`src/rtl/sensor_packet_spi_master.sv`:
```
// rtl/sensor_packet_spi_master.sv - SPI mode 0 master serialising one 16-byte sensor packet per request
//
// Ports:
//   clk, reset          system clock; synchronous active-high reset
//   start               request one packet (sampled only when idle)
//   roll, pitch, yaw    signed Euler fields, latched at acceptance
//   gyro_x/y/z          signed gyro fields, latched at acceptance
//   euler_valid         flags bit 0
//   gyro_valid          flags bit 1
//   cs_n, sck, sdo      registered SPI lines (CPOL=0, CPHA=0)
//   busy                high from acceptance through the end of the idle gap
//   done                one-cycle pulse on the cycle cs_n returns high
module sensor_packet_spi_master #(
    parameter int SCK_HALF = 4,
    parameter int CS_SETUP = 4,
    parameter int CS_HOLD  = 4,
    parameter int IDLE_GAP = 8
) (
    input  logic        clk,
    input  logic        reset,
    input  logic        start,
    input  logic [15:0] roll,
    input  logic [15:0] pitch,
    input  logic [15:0] yaw,
    input  logic [15:0] gyro_x,
    input  logic [15:0] gyro_y,
    input  logic [15:0] gyro_z,
    input  logic        euler_valid,
    input  logic        gyro_valid,
    output logic        cs_n,
    output logic        sck,
    output logic        sdo,
    output logic        busy,
    output logic        done
);

    typedef enum logic [2:0] {
        S_IDLE,
        S_SETUP,
        S_SHIFT,
        S_HOLD,
        S_GAP
    } state_t;

    localparam logic [15:0] SETUP_LAST = 16'(CS_SETUP - 1);
    localparam logic [15:0] HALF_LAST  = 16'(SCK_HALF - 1);
    localparam logic [15:0] HOLD_LAST  = 16'(CS_HOLD - 1);
    localparam logic [15:0] GAP_LAST   = 16'(IDLE_GAP - 1);

    state_t       state;
    logic [15:0]  cnt;
    logic [6:0]   bit_cnt;
    logic [127:0] shreg;
    logic [127:0] packet;

    // Byte 0 lands in the top bits so the shifter always emits its MSB next.
    assign packet = {8'hAA, roll, pitch, yaw, gyro_x, gyro_y, gyro_z,
                     6'b0, gyro_valid, euler_valid, 16'h0000};

    always_ff @(posedge clk) begin
        if (reset) begin
            state   <= S_IDLE;
            cs_n    <= 1'b1;
            sck     <= 1'b0;
            sdo     <= 1'b0;
            busy    <= 1'b0;
            done    <= 1'b0;
            cnt     <= '0;
            bit_cnt <= '0;
            shreg   <= '0;
        end else begin
            done <= 1'b0;
            case (state)
                S_IDLE: begin
                    if (start) begin
                        shreg   <= packet;
                        sdo     <= packet[127];
                        cs_n    <= 1'b0;
                        busy    <= 1'b1;
                        cnt     <= '0;
                        bit_cnt <= '0;
                        state   <= S_SETUP;
                    end
                end
                S_SETUP: begin
                    if (cnt == SETUP_LAST) begin
                        cnt   <= '0;
                        state <= S_SHIFT;
                    end else begin
                        cnt <= cnt + 16'd1;
                    end
                end
                S_SHIFT: begin
                    if (cnt == HALF_LAST) begin
                        cnt <= '0;
                        if (!sck) begin
                            sck <= 1'b1;
                        end else begin
                            // Falling edge: next bit goes out now so it is settled
                            // for a whole low phase before the receiver samples it.
                            sck <= 1'b0;
                            if (bit_cnt == 7'd127) begin
                                state <= S_HOLD;
                            end else begin
                                bit_cnt <= bit_cnt + 7'd1;
                                sdo     <= shreg[126];
                                shreg   <= {shreg[126:0], 1'b0};
                            end
                        end
                    end else begin
                        cnt <= cnt + 16'd1;
                    end
                end
                S_HOLD: begin
                    if (cnt == HOLD_LAST) begin
                        cnt     <= '0;
                        cs_n    <= 1'b1;
                        done    <= 1'b1;
                        sdo     <= 1'b0;
                        bit_cnt <= '0;
                        // With no gap, busy drops together with cs_n.
                        if (IDLE_GAP == 0) begin
                            busy  <= 1'b0;
                            state <= S_IDLE;
                        end else begin
                            state <= S_GAP;
                        end
                    end else begin
                        cnt <= cnt + 16'd1;
                    end
                end
                S_GAP: begin
                    if (cnt == GAP_LAST) begin
                        cnt   <= '0;
                        busy  <= 1'b0;
                        state <= S_IDLE;
                    end else begin
                        cnt <= cnt + 16'd1;
                    end
                end
                default: state <= S_IDLE;
            endcase
        end
    end

endmodule

```
`config.mk`:
```
export PLATFORM = sky130hd
export DESIGN_NAME = sensor_packet_spi_master
export DESIGN_NICKNAME = d
export VERILOG_FILES = /design/src/rtl/sensor_packet_spi_master.sv
export SDC_FILE = /design/constraint.sdc
export NUM_CORES = 1
export LEC_CHECK = 0
export CORE_UTILIZATION = 49
export CTS_CLUSTER_SIZE = 8
export DETAILED_ROUTE_END_ITERATION = 16
export GPL_TIMING_DRIVEN = 0
export PLACE_DENSITY = 0.73
export SYNTH_ARGS = -nofsm -noshare
export SYNTH_HDL_FRONTEND = slang
export SYNTH_SLANG_ARGS = --single-unit
```
`constraint.sdc`:
```
create_clock -name clk -period 2.6 [get_ports clk]
set_clock_uncertainty 0.1 [all_clocks]
set_input_delay 0.39 -clock clk [delete_from_list [all_inputs] [get_ports clk]]
set_output_delay 0.39 -clock clk [all_outputs]
set_load 0.02 [all_outputs]
```
=== Word level (Yosys, flattened, before mapping) ===
Index checks and enable logic that the tools add are counted.

* Register bits: 158
* Output and inout bits: 5
* Logic and storage cells: 78
* Input port bits: 101

* Reduce and logical (&&, ||, !) cells: 15
* $add $sub $neg: 2
* Bitwise operators: 1
* Multiplexer cells: 36
* Eq/ne operators: 15

{| class="wikitable"
|+ Operators with widths
! operator !! number
|-
| two-way mux 127 bit || 4
|-
| case mux 127 bit (2 select lines) || 1
|-
| two-way mux 16 bit || 3
|-
| case mux 16 bit (3 select lines) || 1
|-
| two-way mux 7 bit || 5
|-
| two-way mux 3 bit || 7
|-
| case mux 7 bit (3 select lines) || 1
|-
| adder 16 x 1 -> 16 bit, second input constant || 1
|-
| == test 16 x 2 -> 1 bit, second input constant || 1
|-
| == test 16 x 3 -> 1 bit, second input constant || 1
|-
| != test 2 bit, second input constant || 8
|-
| case mux 3 bit (5 select lines) || 1
|-
| two-way mux 1 bit || 10
|-
| adder 7 x 1 -> 7 bit, second input constant || 1
|-
| == test 7 bit, second input constant || 1
|-
| AND reduction 7 bit || 1
|-
| == test 3 x 2 -> 1 bit, second input constant || 2
|-
| AND reduction 3 bit || 2
|-
| AND reduction 6 bit || 1
|-
| nonzero test 2 bit || 3
|-
| nonzero test 3 bit || 2
|-
| AND reduction 5 bit || 1
|-
| case mux 1 bit (2 select lines) || 2
|-
| AND reduction 2 bit || 2
|-
| other kinds (7) || 7
|}

=== Logic depth before layout (Yosys ltp) ===
Gate-level depths: netlist of run 1.

* Depth in word-level cells: 5
* Depth in mapped cells: 8
* Gate-level depth less buffers: 6

=== Worst setup path after synthesis of run 1 ===
OpenSTA, ideal clock, no wires.

* Path kind: register to register
* Start point: register cnt[0]
* End point: register shreg[100]
* Data arrival time: 2.148 ns
* Path buffers: 2
* Stages on the path, launching flop included: 9
* Clock period less this slack: 2.339 ns
* Library setup time: 0.091 ns
* Required time: 2.409 ns
* Setup slack: 0.261 ns
* Cell sequence: dfxtp_1 -> ha_1 -> or4b_1 -> nor4_4 -> a21o_1 -> buf_4 -> buf_4 -> a21oi_1 -> a311oi_1

* Cells in the longest elaborated chain, start to end: 3

{| class="wikitable"
|+ Ends and longest elaborated chain
! what !! line !! RTL
|-
| from (decl) || 51 || <nowiki>logic [15:0] cnt;</nowiki>
|-
| from (signal assigned) || 90 || <nowiki>cnt <= cnt + 16'd1;</nowiki>
|-
| from (signal assigned) || 111 || <nowiki>cnt <= cnt + 16'd1;</nowiki>
|-
| from (signal assigned) || 129 || <nowiki>cnt <= cnt + 16'd1;</nowiki>
|-
| == test 16 x 2 -> 1 bit || 94 || <nowiki>if (cnt == HALF_LAST) begin</nowiki>
|-
| != test 2 bit (no source line) || - ||
|-
| AND reduction 5 bit (no source line) || - ||
|-
| to (signal assigned) || 76 || <nowiki>shreg <= packet;</nowiki>
|-
| to (signal assigned) || 107 || <nowiki>shreg <= {shreg[126:0], 1'b0};</nowiki>
|-
| to (decl) || 53 || <nowiki>logic [127:0] shreg;</nowiki>
|}

Every way passes these cells.
A chain may end at the register's enable or synchronous reset.

=== Final worst setup path of run 1 ===
* Start point: register cnt[3]
* End point: register state[0]

* Cells in the longest elaborated chain, start to end: 3
* Elaborated cells between the ends (all ways): 7
* Those cells by class: eq/ne (6); reduce/logical (1)

{| class="wikitable"
|+ Ends and longest elaborated chain
! what !! line !! RTL
|-
| == test 16 x 2 -> 1 bit / == test 16 x 3 -> 1 bit (equally long branches) || - ||
|-
| != test 2 bit (no source line) || - ||
|-
| AND reduction 7 bit (no source line) * || - ||
|-
| to (signal assigned) || 88 || <nowiki>state <= S_SHIFT;</nowiki>
|-
| to (signal assigned) || 103 || <nowiki>state <= S_HOLD;</nowiki>
|-
| to (signal assigned) || 124 || <nowiki>state <= S_IDLE;</nowiki>
|-
| to (decl) || 50 || <nowiki>state_t state;</nowiki>
|}

Mark *: on every way between the ends. The rest lies on a longest branch, timed or not.

==> impl_metrics.env, run 1 <==
export IMPL_clock_sinks=142
export IMPL_htreeDepth=4
export IMPL_powerDensity_mw_per_mm2=681
export IMPL_async_flop_share=0
export IMPL_worst_pin_slew_ns=0.875
export IMPL_endpoint_kind="flip-flop"
export IMPL_synth_main_ff_cell="dfxtp_1"
export IMPL_num_nets_final=1038
export IMPL_ir_drop_v=0.000477
export IMPL_routed_wl_um=17500
export IMPL_slew_headroom=0.411
export IMPL_synth_edf_count=0
export IMPL_drtIter0Drc=473
export IMPL_max_freq_ghz=0.402
export IMPL_crit_arrival_ns=2.74
export IMPL_synth_area_leader_cell="dfxtp_1"
export IMPL_detail_route_antenna_nets=0
export IMPL_finalHoldWorstSlack_ns=0.376
export IMPL_dp_hpwl_um=12000
export IMPL_grt_max_degree=17
export IMPL_setup_viol=0
export IMPL_seqPwrFrac=0.428
export IMPL_route_detailed_drc=0
export IMPL_synth_area_top_cells="dfxtp_1 (44%), a311oi_1 (13%), nand2_1 (13%)"
export IMPL_drtPass1Iterations=4
export IMPL_fp_dieArea_mm2=0.0136
export IMPL_cp_required_ns=2.85
export IMPL_wire_per_inst_um=15.7
export IMPL_hp_class="flip-flop to flip-flop"
export IMPL_syn_inst=809
export IMPL_cts_tree="yes"
export IMPL_ys_seq_elements=142
export IMPL_p_int_uw=4360
export IMPL_syn_nets=912
export IMPL_clockBufferDepth=2
export IMPL_dr_total_vias=6536
export IMPL_rows=41
export IMPL_synth_top_area_share=0.441
export IMPL_syn_area_mm2=0.00645
export IMPL_synth_cell_type_count=47
export IMPL_path_class="flip-flop to flip-flop"
export IMPL_overflow=0
export IMPL_grt_pass1_wl_um=28100
export IMPL_gp_routability_congestion=0.872
export IMPL_topRoutingLayerUsed="met4"
export IMPL_power_switching_uw=1390
export IMPL_cap_violations=0
export IMPL_finalMaxSlewViolations=0
export IMPL_ys_warn_count=0
export IMPL_avgSynthCellArea_um2=7.97
export IMPL_period_share=0.958
export IMPL_cts_buffers=17
export IMPL_fill_cells=1093
export IMPL_clk_latency_ns=0.42
export IMPL_tns_ns=0
export IMPL_fp_dieH_um=117
export IMPL_drive_above_1_share=0.0908
export IMPL_coreArea_mm2=0.0127
export IMPL_finalHoldViolations=0
export IMPL_initial_core_util=0.507
export IMPL_area_delta_synth_final_pct=30.8
export IMPL_leakagePower_uw=0.00310
export IMPL_grt_pass1_vias=6087
export IMPL_pwr_share_comb=0.132
export IMPL_route_met2_wl_um=8270
export IMPL_yosysSeqAreaShare=0.441
export IMPL_start_kind="flip-flop"
export IMPL_grt_total_usage=0.262
export IMPL_cts_hold_buf=0
export IMPL_ioPinCount=106
export IMPL_met3_length_um=993
export IMPL_wirelength_met1_um=7800
export IMPL_routed_via_density=5.84
export IMPL_grt_antenna_before_repair=0
export IMPL_clkPwrFrac=0.439
export IMPL_period_minus_slack_ns=2.49
export IMPL_cts_root_buf="clkbuf_16"
export IMPL_path_max_fanout=9
export IMPL_portBuffers=105
export IMPL_status="complete, no violations"
export IMPL_die_w_um=117
export IMPL_swShare=0.242
export IMPL_cts_clk_slew_worst_paths_ns=0.05
export IMPL_diodes=0
[path summary, 6_finish.rpt]
kind                           from                endpoint  slack, ns  depth (start not counted)
min reg2reg  shreg[90]$_SDFFE_PP0P_  shreg[91]$_SDFFE_PP0P_       0.38                          2
min          shreg[90]$_SDFFE_PP0P_  shreg[91]$_SDFFE_PP0P_       0.38                          2
max reg2reg     cnt[3]$_SDFFE_PP0P_   state[0]$_SDFFE_PP0P_       0.11                          6
max             cnt[3]$_SDFFE_PP0P_   state[0]$_SDFFE_PP0P_       0.11                          6
[sequential cells by signal, summed over array words and instances, names as in the netlist]
register	flops
bit_cnt	7
busy	1
cnt	16
cs_n	1
done	1
sck	1
sdo	1
shreg	111
state	3
[per-layer routing]
metal	vias to the layer above	GRT usage
li1	3190	-
met1	3070	0.328
met2	237	0.441
met3	39	0.0451
met4	0	0.117
met5	-	0
[cells by family after synthesis]
family	Yosys count	share of synthesized area
simple gates	313	0.213
compound gates	255	0.264
flops	142	0.441
buf+inv	80	0.0547
xor+xnor	14	0.0190
mux	3	0.00466
fa+ha+maj	2	0.00388
[what timing repair did]
action	4_1_cts	5_1_grt
endpoints found under the setup margin	117	112
cloned	0	0
gates resized for setup	20	12
pin swaps	3	2
buffers inserted	3	0
[worst max-delay path, stage by stage (launching register included)]
cell	delay, ns
dfxtp_1	0.35
or4_1	0.64
nor4_4	0.34
buf_4	0.21
o22ai_2	0.14
or4b_1	0.51
a21oi_1	0.14
[cell usage after synthesis (2+ instances only)]
cell type and n:
a211oi_1 4, a21o_1 2, a21oi_1 123, a311oi_1 97
a31oi_1 5, and2_1 2, and3_1 2, buf_2 12
buf_4 10, clkbuf_1 55, dfxtp_1 142, ha_1 2
inv_1 3, mux2i_1 3, nand2_1 217, nand2b_1 2
nand3_1 14, nand3b_1 3, nand4_1 16, nor2_1 32
nor3_1 3, nor3b_1 2, nor4_1 2, o21ai_0 16
or2_2 3, or3b_2 2, or4_1 2, or4b_1 2
xnor2_1 3, xor2_1 11
[power groups by stage]
stage | registers [µW] | logic [µW] | clock network (µW)
finish | 2460 | 760 | 2520
CTS | 2460 | 752 | 2540
floorplan | 2480 | 439 | 0
global route | 2480 | 830 | 2650
global placement | 2490 | 702 | 0
detailed placement | 2500 | 728 | 0
[layout make-up]
cell class / count / area [µm²] / share of cell area
plain buffers: 76 / 360 / 0.0427
clock buffers: 25 / 505 / 0.0599
clock inverters: 6 / 105 / 0.0125
inverters: 3 / 11.3 / 0.00134
multi-input cells: 587 / 3300 / 0.392
flip-flops and latches: 142 / 2850 / 0.337
well taps: 172 / 215 / 0.0255
repair buffers: 108 / 1090 / 0.129
[cell usage in the layout (no fill, tap or decap), drive strengths merged, types with 4 or more instances in the layout]
cell,instances
nand2,217
dfxtp,142
a21oi,123
clkdlybuf4s50,105
a311oi,97
clkbuf,79
nor2,33
buf,25
nand4,16
o21ai,16
nand3,14
xor2,11
a31oi,5
a211oi,4
nor4,4
[metrics by stage]
| step | util | instance area (µm²) | instances | setup slack, ns | total power, µW |
|---|---|---|---|---|---|
| floorplan | - | 6450 | 809 | 0.261 | 2920 |
| global placement | 0.606 | 7710 | 1086 | -0.337 | 3190 |
| detailed placement | 0.606 | 7710 | 1086 | -0.443 | 3230 |
| CTS | 0.662 | 8420 | 1120 | 0.00422 | 5750 |
| global route | 0.663 | 8430 | 1119 | -0.00312 | 5960 |
| finish | 0.663 | 8430 | 1119 | 0.110 | 5750 |
Power figures use the tool's default switching activity.
==> inputs of run 2 (changes only) <==
Settings changed: CAP_MARGIN set to 20, CORE_UTILIZATION 49 to 35, PLACE_DENSITY 0.73 to 0.55.
==> impl_metrics.env, run 2 (synthesis gave the netlist of run 1 again) <==
export IMPL_rsz0062_at_grt="no"
export IMPL_final_common_cell="nand2_1"
export IMPL_period_minus_slack_ns=2.49
export IMPL_top_regs="shreg x111, cnt x16, bit_cnt x7"
export IMPL_cts_root_buf="clkbuf_16"
export IMPL_crit_path_start="cnt[11]$_SDFFE_PP0P_"
export IMPL_worst_pin_slew_ns=0.766
export IMPL_rows=49
export IMPL_wirelength_met1_um=8930
export IMPL_grt_pass1_wl_um=28600
export IMPL_leakagePower_uw=0.00309
export IMPL_clk_latency_ns=0.42
export IMPL_die_w_um=138
export IMPL_cts_tree="yes"
export IMPL_num_nets_final=1041
export IMPL_rr_worst_depth=6
export IMPL_finalHoldViolations=0
export IMPL_route_detailed_drc=0
export IMPL_clock_sinks=142
export IMPL_hold_path_startpoint="shreg[21]$_SDFFE_PP0P_"
export IMPL_finalMaxSlewViolations=0
export IMPL_gp_routability_congestion=0.785
export IMPL_mostFrequentLayoutCells="nand2_1 (217), dfxtp_1 (140), a21oi_1 (123)"
export IMPL_routed_via_density=5.39
export IMPL_drtPass1Iterations=5
export IMPL_placedCellCount=1144
export IMPL_status="complete, no violations"
export IMPL_initial_core_util=0.358
export IMPL_grt_antenna_before_repair=0
export IMPL_multi_input_area_mm2=0.00330
export IMPL_slew_headroom=0.484
export IMPL_hp_class="flip-flop to flip-flop"
export IMPL_fin_util=0.470
export IMPL_min_path_cells=2
export IMPL_cts_hold_buf=0
export IMPL_dp_hpwl_um=12200
export IMPL_path_max_fanout=9
export IMPL_overflow=0
export IMPL_dr_total_vias=6353
export IMPL_wire_per_inst_um=15.2
export IMPL_met3_length_um=782
export IMPL_pre_cts_slack_ns=-0.504
export IMPL_detail_route_antenna_nets=0
export IMPL_crit_arrival_ns=2.73
export IMPL_drive_above_1_share=0.0927
export IMPL_topRoutingLayerUsed="met4"
export IMPL_cp_required_ns=2.84
export IMPL_ir_drop_v=0.000428
export IMPL_portBuffers=105
export IMPL_fill_cells=1800
export IMPL_largest_reg_flops=111
export IMPL_cts_buffers=17
export IMPL_path_class="flip-flop to flip-flop"
export IMPL_endpoint_kind="flip-flop"
export IMPL_start_kind="flip-flop"
export IMPL_fin_cells=1178
export IMPL_diodes=0
export IMPL_setup_viol=0
export IMPL_coreArea_mm2=0.0180
export IMPL_drtIter0Drc=408
export IMPL_grt_max_degree=17
export IMPL_largest_register="shreg"
export IMPL_fp_dieH_um=138
export IMPL_area_delta_synth_final_pct=31.3
export IMPL_grt_total_usage=0.193
export IMPL_route_met2_wl_um=8060
export IMPL_clockBufferDepth=2
export IMPL_power_uw=5570
export IMPL_r2r_start="cnt[11]$_SDFFE_PP0P_"
export IMPL_max_freq_ghz=0.402
export IMPL_cap_violations=0
export IMPL_grt_pass1_vias=5720
export IMPL_seq_area_mm2=0.00285
export IMPL_ioPinCount=106
export IMPL_finalHoldWorstSlack_ns=0.373
export IMPL_fin_ws_ns=0.113
export IMPL_fp_dieArea_mm2=0.0190
export IMPL_htreeDepth=4
export IMPL_cts_clk_slew_worst_paths_ns=0.06
export IMPL_period_share=0.957
export IMPL_powerDensity_mw_per_mm2=658
export IMPL_routed_wl_um=18000
==> run 2: cell count changes in the layout (fill, tap and decap cells not counted), sizes merged <==
| cell | delta |
|---|---|
| clkbuf | -3 |
| bufinv | -2 |
| clkinv | +1 |
| clkinvlp | +1 |
| buf | +5 |
==> run 2: power by group <==
| part | total (µW) | switching [µW] | internal, µW |
|---|---|---|---|
| Combinational | 751 | 388 | 364 |
| Clock | 2360 | 910 | 1450 |
| Sequential | 2460 | 95.8 | 2360 |
| Total | 5570 | 1390 | 4180 |
==> run 2: stage by stage <==
step | setup TNS, ns | instance area [µm²]
after floorplan | 0 | 6450
after global placement | -51.06 | 7780
after detailed placement | -47.62 | 7790
after CTS | 0 | 8450
after global routing | 0 | 8460
final | 0 | 8460
==> run 2: area by class of cell <==
class,instances,share of cell area
Buffer,76,0.0424
Clock buffer,24,0.0605
Clock inverter,6,0.00680
Inverter,3,0.00133
Multi-Input combinational cell,587,0.390
Sequential cell,142,0.336
Tap cell,229,0.0339
Timing Repair Buffer,111,0.129
==> run 2: worst max-delay path, stage by stage (launching register included) <==
cell and delay [ns]:
dfxtp_1 0.35, or4_4 0.60, nor4_4 0.39, buf_4 0.22, o22ai_2 0.15, or4b_1 0.50
a21oi_1 0.12
==> run 2: worst paths after layout <==
check                                               to  slack, ns
worst max-delay path             state[0]$_SDFFE_PP0P_       0.11
worst min-delay path            shreg[22]$_SDFFE_PP0P_       0.37
worst max register to register   state[0]$_SDFFE_PP0P_       0.11
worst min register to register  shreg[22]$_SDFFE_PP0P_       0.37
==> run 2: timing repair <==
item | CTS | global route
resized for setup | 21 | 8
pin swaps | 2 | 1
setup endpoints to repair | 122 | 121
buffers inserted | 5 | 0
==> run 2: routing by layer <==
layer | vias to the layer above | global-route usage
met5 | - | 0
met3 | 15 | 0.0416
li1 | 3198 | -
met4 | 0 | 0.0586
met2 | 162 | 0.293
met1 | 2978 | 0.271
==> patch 1: new RTL, config.mk and constraints of run 1 <==
Encoding of `state_t`: now Gray code (3 bits for 5 states).
--- a/src/rtl/sensor_packet_spi_master.sv
+++ b/src/rtl/sensor_packet_spi_master.sv
@@ -37,7 +37,7 @@
     typedef enum logic [2:0] {
-        S_IDLE,
-        S_SETUP,
-        S_SHIFT,
-        S_HOLD,
-        S_GAP
+        S_IDLE  = 3'b000,
+        S_SETUP = 3'b001,
+        S_SHIFT = 3'b011,
+        S_HOLD  = 3'b010,
+        S_GAP   = 3'b110
     } state_t;
Formal check against the unedited RTL: no difference found for any inputs over 4 cycles, from zero or initial values and one cycle with reset high; so few cycles prove little.
==> patch 1 against run 1 <==
  * The flow now finishes with violations (setup timing)
  * Synthesized cell count fell by 0.99%
  * Sequential cell count did not move
  * Area after synthesis fell by 1.8%
  * Worst setup slack got worse by 0.14 ns
  * Largest power group is now registers
  * Power is 6.0% lower
  * Cell area rose by 3.9%
  * Critical path depth unchanged
  * Critical path type unchanged
  * Global-route usage shrank 0.60 points
  * Wire length up 2.6%
  * Final cell count rose by 1.3%
  * Core utilization up 3.2 points
  * Die area shrank 1.8%
  * Non-clock buffer count up 15
==> patch 1: results (changes against run 1) <==
status finished, violations left; violations in the final reports setup timing; Placer Congestion 0.8089 (-7.3%); first-pass GRT wire length 26920 um (-4.2%); Leak 3.302 nW (+6.4%); DP Wirelength 11490 um (-4.3%); largest family of logic cells by synthesized area simple AND/OR/NAND/NOR gates; WP data arrival 2.84 ns (+0.10 ns); DR pass1 iterations 6 (+2); Synth Area in Compound Gates 22.51% (-3.8 points); final setup vio count 4 (+4); sequential element share of the synthesized area 44.91% (+0.81 points); DRT iter0 DRCs 592 (+25%); routed len/inst 15.86 um (+1.3%); most common library cells after synthesis nand2_1, dfxtp_1, nor2_1; Post-Route Setup TNS -0.1050 ns (-0.1050 ns); Worst-Margin Slew 0.8306 ns (-0.04467 ns); All-Layer GR Usage 25.60% (-0.60 points); Max IR drop VDD 465.4 uV (-2.5%); Cell variety after synth 53 (+13%); Layout Nets 1054 (+1.5%); multiplexer share of the synthesized area 0.3360% (-0.13 points); final hold slack 0.3710 ns (-0.004758 ns); Vias/cell 5.780 (-1.0%); XOR/XNOR Fraction of Synth Area 0.2767% (-1.6 points); adder-cell share of the synthesized area 0.5930% (+0.20 points); PnR worst setup slack -0.03007 ns (-0.1404 ns)
patch 1: cell count changes in the layout (fill, tap and decap cells not counted), sizes merged, moves of 5 or more:
cell,delta
a22oi,+14
nor3,+9
a21oi,-110
nand4,-11
a22o,+5
nor2,+96
xor2,-11
nand2,-13
buf,+18
a31oi,+7
patch 1: report_power, final:
part           switching, W  internal [W]
registers         0.0000743       0.00231
clock network      0.000892       0.00143
logic              0.000319      0.000374
patch 1: final timing paths:
kind / startpoint / to
worst max-delay path: cnt[12] / sdo
worst min-delay path: shreg[109] / shreg[110]
worst max register to register: cnt[12] / sdo
worst min register to register: shreg[109] / shreg[110]
patch 1: what timing repair did:
action                                  CTS  global route
hold buffers                              0             0
cloned                                    0             7
endpoints found under the setup margin  123           123
buffers inserted                         10            11
pin swaps                                11            49
gates resized for setup                  24            47
patch 1: kinds of logic after synthesis:
| group | Yosys count |
|---|---|
| simple gates | 396 |
| compound gates | 181 |
| flops | 142 |
| buf+inv | 75 |
| fa+ha+maj | 3 |
| xor+xnor | 2 |
| mux | 2 |
patch 1: through the flow:
step                cell area (um^2)  power, W  cells
finish                          8765  0.005404   1134
global route                    8765  0.005582   1134
CTS                             8333  0.005322   1117
detailed placement              7604  0.003005   1078
global placement                7604  0.002980   1078
floorplan                       6337  0.002741    801
patch 1: critical path, cell delays in order (launching register included):
cell and delay, ns:
dfxtp_2 0.33, or4_4 0.55, or4_4 0.60, buf_6 0.17, a2111o_1 0.35, o21ai_4 0.10
mux2_4 0.31
patch 1: cell type report:
class	count	area (um^2)
clock inverters	6	57.56
plain buffers	66	399.1
fillers	1020	3855
well taps	172	215.2
repair buffers	133	1416
inverters	6	22.52
flip-flops and latches	142	2856
multi-input cells	584	3292
clock buffers	25	505.5
patch 1: metal layers:
layer / up-vias / wire (um) / track usage, %
met4: 0 / 412 / 12.65
met5: - / 0 / 0
met1: 3123 / 7961 / 31.57
met2: 231 / 8699 / 42.32
li1: 3166 / - / -
met3: 35 / 914 / 5.753
==> patch 2: new RTL, settings of run 1 <==
Without the edit above. `IDLE_GAP`: 8 -> 7.
--- a/src/rtl/sensor_packet_spi_master.sv
+++ b/src/rtl/sensor_packet_spi_master.sv
@@ -16,3 +16,3 @@
     parameter int CS_HOLD  = 4,
-    parameter int IDLE_GAP = 8
+    parameter int IDLE_GAP = 7
 ) (
Function: same outputs for any inputs over 4 cycles, from zero or initial values and one cycle with reset high; that may be too few to reach the edited logic, so the function may still have changed.
==> patch 2 against run 1 <==
  * Clock power shrank 3%
  * Worst setup slack better by 0.073 ns
  * Area after synthesis up 18%
  * Maximum frequency grew 3.0%
  * Sequential share of layout area down 3.9 points
  * Sequential cell count did not move
  * Core utilization fell by 3.7 points
  * Power decreased by 0.67%
  * Cell area grew 13%
  * Count of clock-buffer cells in the layout is 3 lower
  * Hold slack worse by 0.069 ns
  * Wire length rose by 2.9%
  * Critical path type unchanged
  * Highest routed layer unchanged
==> patch 2: results (changes against run 1) <==
Avg Cell Area, Syn 9.257 um^2 (+16%); ratio of cells with drive above 1 in the final layout 27.08% (+18 points); Vias/cell 5.751 (-1.5%); Max IR drop VDD 446.2 uV (-6.5%); PnR worst setup slack 0.1835 ns (+0.07308 ns); Max stage delay on crit path 0.43 ns (-0.21 ns); root buffer cell clkbuf_16; Filler cells 1327 (+21%); Leak 3.332 nW (+7.3%); WP data arrival 2.58 ns (-0.16 ns); largest net degree at the start of global routing 17 (unchanged); relative slew slack 50.65% (+9.5 points); final hold slack 0.3065 ns (-0.06923 ns); routed len/inst 15.71 um (+0.30%); first-pass GRT wire length 29710 um (+5.8%); ys async rst share 0% (unchanged); slowest CP cell dfxtp_1; sequential element share of the synthesized area 37.31% (-6.8 points); vias in the first global route 6068 (-0.31%); most common library cells after synthesis nand2_1, dfxtp_1, a21oi_2, a311oi_2, a21oi_1; DRT iter0 DRCs 428 (-9.5%); non-filler cells, final 1148 (+2.6%); All-Layer GR Usage 22.83% (-3.4 points); Syn Nets 927 (+1.6%); Synth area leaders dfxtp_1, a311oi_2, nand2_1, a21oi_2, a21oi_1; Setup WS pre-CTS 0.007984 ns (+0.4511 ns); DP Wirelength 11940 um (-0.60%); status finished, final reports clean; Placer Congestion 0.7891 (-9.5%); Buffers on Ports 104 (-0.95%); Max FO, Critical Path 10 (+1); DR pass1 iterations 5 (+1); P_int 0.004265 W (-2.1%)
patch 2: cell families after synthesis:
kind of cell	after synthesis	share of synthesized area, %
xor gates and xnor gates	4	0.4599
buffers and inverters	87	7.620
and+or+nand+nor	303	17.56
muxes	3	0.3942
AOI/OAI and AO/OA	281	36.16
adders and majority gates	3	0.4927
DFF	142	37.31
patch 2: per-layer routing:
metal	part of all wire (%)	global-route usage [%]	up-vias
li1	-	-	3271
met2	45	34.45	177
met4	1.2	7.493	0
met5	0	0	-
met1	50	32.88	3138
met3	4.5	4.007	16
patch 2: worst paths after layout:
| path | startpoint | to | depth (start not counted) |
|---|---|---|---|
| max reg2reg | cnt[0] | shreg[43] | 9 |
| min reg2reg | shreg[20] | shreg[20] | 2 |
| max | cnt[0] | shreg[43] | 9 |
| min | reset | state[2] | 3 |
patch 2: metrics by stage:
step                      area (um^2)  utilization (%)
after floorplan                  7619                -
after global placement           8895            58.51
after detailed placement         8895            58.51
after CTS                        9490            62.43
after global routing             9518            62.61
final                            9518            62.61
patch 2: power by group through the flow:
stage,sequential [W],clock [W],combinational (W)
final,0.00243,0.00245,0.000834
after global routing,0.00244,0.00257,0.000903
after CTS,0.00242,0.00248,0.000830
after detailed placement,0.00247,0,0.000825
after global placement,0.00247,0,0.000815
after floorplan,0.00245,0,0.000562
patch 2: area by class of cell:
class,instances,area (um^2),share of cell area (%)
clock buffers,22,484.2,5.087
plain buffers,81,559.3,5.876
flip-flops and latches,142,2843,29.87
repair buffers,105,1061,11.15
well taps,188,235.2,2.471
inverters,6,22.52,0.2366
multi-input cells,594,4202,44.14
clock inverters,10,111.4,1.170
patch 2: worst reg2reg max path, cell delays in order, from the launching register on:
cell and delay (ns):
dfxtp_1 0.43, ha_1 0.31, nor4b_2 0.27, and4_1 0.24, buf_6 0.13, a21oi_1 0.13, nor2_4 0.16, buf_12 0.15
buf_4 0.22, a311oi_2 0.13
patch 2: what timing repair did:
item,CTS,global route
endpoints found under the setup margin,2,102
endpoints found under the hold margin,0,0
resized for setup,0,3
setup buffers,0,1
pin swaps,1,1
